$ cat config.mk
export PLATFORM = sky130hd
export DESIGN_NAME = instr_encoder
export DESIGN_NICKNAME = d
export VERILOG_FILES = /design/src/rtl/instr_encoder.sv
export SDC_FILE = /design/constraint.sdc
export NUM_CORES = 1
export LEC_CHECK = 0
export ABC_CLOCK_PERIOD_IN_PS = 5670
export CAP_MARGIN = 25
export CORE_UTILIZATION = 52
export CTS_BUF_LIST = sky130_fd_sc_hd__clkbuf_8
export DETAILED_ROUTE_END_ITERATION = 6
export PLACE_DENSITY = 0.89
export SYNTH_ARGS = -nofsm -noshare
export SYNTH_HDL_FRONTEND = slang
export SYNTH_SLANG_ARGS = --single-unit
$ cat constraint.sdc
create_clock -name CLK -period 5.67 [get_ports CLK]
set_input_delay 1.134 -clock CLK [delete_from_list [all_inputs] [get_ports CLK]]
set_output_delay 1.134 -clock CLK [all_outputs]
set_load 0.01 [all_outputs]
$ cat src/rtl/instr_encoder.sv
// instr_encoder: packs a mnemonic ID and its register/immediate fields into
// 32-bit ISA words (OP in [31:26], VEC in [0]). Words are streamed to the
// instruction-memory loader at sequential addresses through one output
// register. A NOP terminator is appended when the program ends.
//
// state   | meaning
// IDLE    | after reset, waiting for START
// RUN     | accepting field bundles
// TERM    | FINISH seen, waiting for a free output slot to load the NOP
// DRAIN   | terminator NOP held, waiting for the loader to take it
// DONE_ST | terminator consumed, idle until the next START
module instr_encoder #(
  parameter int ADDR_W    = 10,
  parameter int BASE_ADDR = 0
) (
  input  logic              CLK,
  input  logic              RST,
  input  logic              START,
  input  logic              FINISH,
  input  logic              IN_VALID,
  output logic              IN_READY,
  input  logic [4:0]        MNEM,
  input  logic [4:0]        RS,
  input  logic [4:0]        RT,
  input  logic [4:0]        RD,
  input  logic [25:0]       IMM,
  output logic              OUT_VALID,
  input  logic              OUT_READY,
  output logic [31:0]       MEM_WDATA,
  output logic [ADDR_W-1:0] MEM_ADDR,
  output logic [ADDR_W:0]   COUNT,
  output logic              ERR_ILLEGAL,
  output logic              DONE
);

  localparam logic [ADDR_W-1:0] BASE     = ADDR_W'(BASE_ADDR);
  localparam logic [ADDR_W:0]   CNT_MAX  = {1'b1, {ADDR_W{1'b0}}};
  localparam logic [31:0]       NOP_WORD = 32'hFC00_0000;

  typedef enum logic [2:0] {IDLE, RUN, TERM, DRAIN, DONE_ST} state_t;
  typedef enum logic [1:0] {F_R, F_I, F_J, F_N} fmt_t;

  state_t            state, state_nxt;
  fmt_t              enc_fmt;
  logic [5:0]        enc_op;
  logic              enc_vec;
  logic              enc_legal;
  logic [31:0]       enc_word;
  logic              out_fire;
  logic              load;
  logic [31:0]       load_data;
  logic              clear;
  logic              set_err;
  logic [ADDR_W-1:0] next_addr;

  assign out_fire = OUT_VALID && OUT_READY;
  assign DONE     = (state == DONE_ST);

  // Mnemonic lookup: opcode, word format and vector flag.
  always_comb begin
    enc_op    = 6'b000000;
    enc_fmt   = F_I;
    enc_vec   = 1'b0;
    enc_legal = 1'b1;
    case (MNEM)
      5'd0:  begin enc_op = 6'b000000; enc_fmt = F_R; end
      5'd1:  begin enc_op = 6'b000001; end
      5'd2:  begin enc_op = 6'b000000; enc_fmt = F_R; enc_vec = 1'b1; end
      5'd3:  begin enc_op = 6'b000010; enc_fmt = F_R; end
      5'd4:  begin enc_op = 6'b000011; end
      5'd5:  begin enc_op = 6'b000010; enc_fmt = F_R; enc_vec = 1'b1; end
      5'd6:  begin enc_op = 6'b000100; enc_fmt = F_R; end
      5'd7:  begin enc_op = 6'b000101; end
      5'd8:  begin enc_op = 6'b000100; enc_fmt = F_R; enc_vec = 1'b1; end
      5'd9:  begin enc_op = 6'b000110; enc_fmt = F_R; end
      5'd10: begin enc_op = 6'b000111; end
      5'd11: begin enc_op = 6'b001000; end
      5'd12: begin enc_op = 6'b001001; end
      5'd13: begin enc_op = 6'b001010; end
      5'd14: begin enc_op = 6'b001011; end
      5'd15: begin enc_op = 6'b001100; end
      5'd16: begin enc_op = 6'b001101; enc_fmt = F_J; end
      5'd17: begin enc_op = 6'b010000; end
      5'd18: begin enc_op = 6'b111111; enc_fmt = F_N; end
      default: enc_legal = 1'b0;
    endcase
  end

  // Word assembly by format; fields a format does not use are dropped.
  always_comb begin
    enc_word = 32'h0;
    case (enc_fmt)
      F_R:     enc_word = {enc_op, RS, RT, RD, 10'b0, enc_vec};
      F_I:     enc_word = {enc_op, RS, RT, IMM[15:0]};
      F_J:     enc_word = {enc_op, IMM};
      default: enc_word = {enc_op, 26'b0};
    endcase
  end

  // State register.
  always_ff @(posedge CLK or posedge RST) begin
    if (RST) state <= IDLE;
    else     state <= state_nxt;
  end

  // Next state, input handshake and output-register load decisions.
  always_comb begin
    state_nxt = state;
    IN_READY  = 1'b0;
    load      = 1'b0;
    load_data = enc_word;
    clear     = 1'b0;
    set_err   = 1'b0;
    case (state)
      IDLE, DONE_ST: begin
        if (START) begin
          state_nxt = RUN;
          clear     = 1'b1;
        end
      end
      RUN: begin
        IN_READY = !FINISH && (!OUT_VALID || OUT_READY);
        if (FINISH) begin
          state_nxt = TERM;
        end else if (IN_VALID && IN_READY) begin
          if (enc_legal) load    = 1'b1;
          else           set_err = 1'b1;
        end
      end
      TERM: begin
        if (!OUT_VALID || OUT_READY) begin
          load      = 1'b1;
          load_data = NOP_WORD;
          state_nxt = DRAIN;
        end
      end
      DRAIN: begin
        if (out_fire) state_nxt = DONE_ST;
      end
      default: state_nxt = IDLE;
    endcase
  end

  // Output register, address allocation, word count and sticky error.
  always_ff @(posedge CLK or posedge RST) begin
    if (RST) begin
      OUT_VALID   <= 1'b0;
      MEM_WDATA   <= 32'h0;
      MEM_ADDR    <= BASE;
      next_addr   <= BASE;
      COUNT       <= '0;
      ERR_ILLEGAL <= 1'b0;
    end else begin
      if (clear) begin
        MEM_ADDR    <= BASE;
        next_addr   <= BASE;
        COUNT       <= '0;
        ERR_ILLEGAL <= 1'b0;
      end else begin
        if (out_fire && COUNT != CNT_MAX) COUNT <= COUNT + 1'b1;
        if (set_err) ERR_ILLEGAL <= 1'b1;
        if (load) begin
          MEM_WDATA <= load_data;
          MEM_ADDR  <= next_addr;
          next_addr <= next_addr + 1'b1;
        end
      end
      if (load)          OUT_VALID <= 1'b1;
      else if (out_fire) OUT_VALID <= 1'b0;
    end
  end

endmodule

Yosys cells after proc, flatten, opt, wreduce, memory -nomap -nowiden
Cells that the tools add are included.
Widths: inputs -> output; s select.

word-level totals
  register bits = 68
  input bits = 52
  logic and storage cells = 95

cells by class
  $add $sub $neg = 2
  equal/unequal tests = 29
  multiplexer cells = 34
  bitwise logic cells = 1
  reduce and logical (&&, ||, !) cells = 22

operators by type and width
  kind                   number
  $pmux 6 s15            1
  $pmux 26 s3            1
  $mux 32                2
  $eq 5x4->1 const B     8
  $mux 10                4
  $mux 11                2
  $eq 5x3->1 const B     4
  $reduce_or 19->1       1
  $mux 1                 17
  $eq 5x5->1 const B     3
  $mux 3                 4
  $pmux 3 s4             1
  $add 11x1->11 const B  1
  $ne 11x11->1 const B   1
  $add 10x1->10 const B  1
  $eq 5x2->1 const B     2
  $ne 2x2->1 const B     4
  $reduce_bool 2->1      4
  $reduce_or 7->1        1
  $eq 3x2->1 const B     2
  $pmux 2 s3             1
  $reduce_or 2->1        3
  $eq 5x1->1 const B     1
  $logic_not 5->1        1
  14 further kinds       18

Depth between registers and ports, before layout
  word-level depth = 9
  depth in mapped cells = 7

Least setup slack after synthesis
OpenSTA, ideal clock, no wires.

  kind = input to output
  start = input OUT_READY
  end = output IN_READY
  data arrival time = 1525 ps
  slack = 3011 ps
  stages = 2
  cells stage by stage = nand2b_1 -> and3_1

between the ends
  longest elaborated chain between the ends = 3

ends and longest elaborated chain
  what               line  text
  start, declared    28    input logic OUT_READY,
  $logic_or 1x1->1   122   IN_READY = !FINISH && (!OUT_VALID || OUT_READY);
  $logic_and 1x1->1  122
  $mux 1             114   case (state)
  end, declared      21    output logic IN_READY,

Every way passes these cells.

Final worst setup path
Same ends and word-level chain as after synthesis.

==> impl_metrics.csv <==
group,metric,value,unit
worst_setup_path,crit_chain,"clkdlybuf4s50_1, nand2b_1, and3_1, clkdlybuf4s50_1",
worst_setup_path,ff2ff_path_depth,5,
power,p_per_area,379,mW/mm^2
cells_and_area,instances_no_fill,549,
detailed_routing,via_per_inst,5.70,
sta,period_share,0.675,
cells_and_area,fill_cells,448,
min_path,holdPathStages,2,
clock_network,clk_latency,330,ps
clock_network,cts-root-buf,"clkbuf_8",
worst_setup_path,cpPeakStageDelay,570,ps
worst_setup_path,critPathBufInv,2,
clock_network,cts_num_sinks,68,
detailed_routing,antenna_left,0,
sta,finalSetupViolations,0,
floorplan,dieArea,0.00688,sq mm
synth,synth.distinct_cells,49,
sta,slew_headroom,0.431,
synth,synthArstFlopShare,1.00,
global_route,antenna_found_initial,0,
power,ir_drop,228,uV
min_path,min_to,"MEM_WDATA[24]",
worst_setup_path,crit_arrival,2690,ps
worst_setup_path,endpoint_kind,"output pin",
synth,avgSynthCellArea,9.23,sq um
worst_setup_path,slowest_stage,"clkdlybuf4s50_1",
cells_and_area,drive_gt1_frac,0.0508,
floorplan,coreArea,0.00635,sq mm
floorplan,ios,109,
worst_setup_path,cp_data_required_time,4540,ps
floorplan,start_util,0.537,
placement,dp.cells,535,
min_path,hold_path_startpoint,"MEM_WDATA[24]",
floorplan,die_h,82.9,microns
run_status,outcome,"finished, final reports clean",
detailed_routing,wl,8.40,mm
placement,dp_hpwl,6.09,mm
cells_and_area,nets,524,
min_path,worstHoldPathType,"reg -> reg",
synth,ys_seq_area_frac,0.499,
cells_and_area,antennaDiodeCount,0,
worst_setup_path,cpMostUsedCell,"clkdlybuf4s50_1",
clock_network,clk_pin_slew,70,ps
clock_network,cts_setup_buffers,0,
floorplan,die_w,82.9,microns
sta,worst_slew_pin_slew,854,ps
synth,synth_top_area_share,0.499,
detailed_routing,vias,3132,
worst_setup_path,reg2reg_slack,3520,ps
detailed_routing,first_pass_iters,5,
cells_and_area,final_area,0.00467,sq mm
sta,tns,0,ps
clock_network,clockBufferDepth,2,
detailed_routing,drc,0,
placement,dp_slack,1860,ps
placement,port_buffers,108,
clock_network,cts_resized,0,
global_route,grt_start_max_net_pins,69,
synth,synth_edf_count,0,
global_route,grt_pass1_wl,14.2,mm
sta,finalWorstSetupSlack,1840,ps
cells_and_area,areaGrowthSynthToFinish,36.9,%
sta,finalMaxSlewViolations,0,
synth,synth.ff_latch_count,68,
placement,placed_area,0.00451,sq mm
worst_setup_path,path_class,"in -> out",
worst_setup_path,worst_setup_path_start_kind,"input pin",
synth,synth_flop_cell,"dfrtp_1",
global_route,grt.overflow.total,0,
sta,timing.fmax,0.261,GHz
worst_setup_path,critPathMaxFanout,7,
clock_network,cts_htree_levels,3,
power,p_leak,1.99,nW
sta,hold_viol_final,0,
clock_network,cts_hold_buf,0,
worst_setup_path,r2r-start,"state[1]",
worst_setup_path,reg2reg_to,"next_addr[4]",
synth,synth_area,0.00341,sq mm
synth,yosysWarnings,0,
cells_and_area,most-common-layout-cells,"clkdlybuf4s50_1, dfrtp_1, nand2_1",
sta,period_needed,3830,ps
floorplan,rows,29,
synth,synth_top_area_cell,"dfrtp_1",
global_route,grt_pass1_vias,2912,
clock_network,cts_made_buffers,9,
job,cap_violations,0,
clock_network,cts_tree,"built",
cells_and_area,final_common_cell,"clkdlybuf4s50_1",
sta,fin_skew,5.90,ps
sta,rsz0062_at_grt,"no",
synth,syn_nets,424,
detailed_routing,drt_iter0_drc,259,
worst_setup_path,path_delay_family,"buffers and inverters",
placement,routabilityCongestion,0.824,
detailed_routing,wire_per_inst,15.3,microns
synth,syn-instance-count,369,
global_route,grt_use_total,0.258,
synth,yosys-top-cells-area,"dfrtp_1, nand2_1, a21oi_1, nand3_1, nor2_1",
flip-flops by register name (all words and copies together) (netlist names):
signal	flops
MEM_ADDR	10
next_addr	10
OUT_VALID	1
COUNT	11
ERR_ILLEGAL	1
MEM_WDATA	32
state	3
metrics by stage:
step	hold WS (ps)	utilization	total power (W)
finish	485	0.735	0.00177
floorplan	451	-	0.00109
CTS	490	0.735	0.00178
global route	511	0.735	0.00189
detailed placement	475	0.710	0.00144
global placement	463	0.706	0.00139
worst register-to-register path: stages (launching register included):
cell	delay [ps]
dfrtp_1	490
nor2_1	230
nand4_1	220
o21ai_2	720
nand4_1	220
mux2i_1	160
per-layer routing:
layer / up-vias / GRT usage / share of wire
li1: 1512 / - / -
met1: 1487 / 0.339 / 0.42
met2: 125 / 0.408 / 0.49
met3: 8 / 0.0905 / 0.078
met4: 0 / 0.0674 / 0.010
met5: - / 0 / 0
synthesized netlist by cell type, types with 3 or more instances:
cell	instances
or3_1	6
o21ai_0	15
nand3_1	25
dfrtp_1	68
nor2b_1	3
xor2_1	7
inv_1	7
nor3_1	7
nor3b_1	10
clkbuf_1	8
a221oi_1	6
ha_1	3
nand2_1	57
nand2b_1	4
nor2_1	29
and3_1	6
nand4_1	7
a21oi_1	25
buf_2	7
o21ai_1	15
a22o_1	10
a31oi_1	8
layout make-up:
class                           count  area (sq um)  share of cell area
Tap cell                           77          96.3              0.0206
Inverter                            7          26.3             0.00563
Timing Repair Buffer              110          1120               0.239
Clock buffer                       10           138              0.0295
Sequential cell                    68          1700               0.365
Multi-Input combinational cell    273          1570               0.336
Clock inverter                      4          20.0             0.00429
logic make-up (layout without fill, tap and decap cells):
kind of cell,Yosys count,after routing,synth area share
muxes,2,2,0.00588
buffers and inverters,28,131,0.0404
and+or+nand+nor,170,170,0.253
xor gates and xnor gates,8,8,0.0206
AOI/OAI and AO/OA,90,90,0.169
adders and majority gates,3,3,0.0110
DFF,68,68,0.499
power by group:
part           switching, W  internal [W]  leakage, nW
combinational      0.000369      0.000349         1.01
clock              0.000171      0.000162       0.0866
sequential         0.000112      0.000607        0.900
worst max path at each step:
stage / slack [ps] / start / end / cells past startpoint
after floorplan: 2820 / RST / COUNT[0] / 1
after global placement: 1910 / OUT_READY / IN_READY / 4
after detailed placement: 1860 / OUT_READY / IN_READY / 4
after CTS: 1860 / OUT_READY / IN_READY / 4
after global routing: 1760 / OUT_READY / IN_READY / 4
final: 1840 / OUT_READY / IN_READY / 4
(Power assumes the default switching activity.)
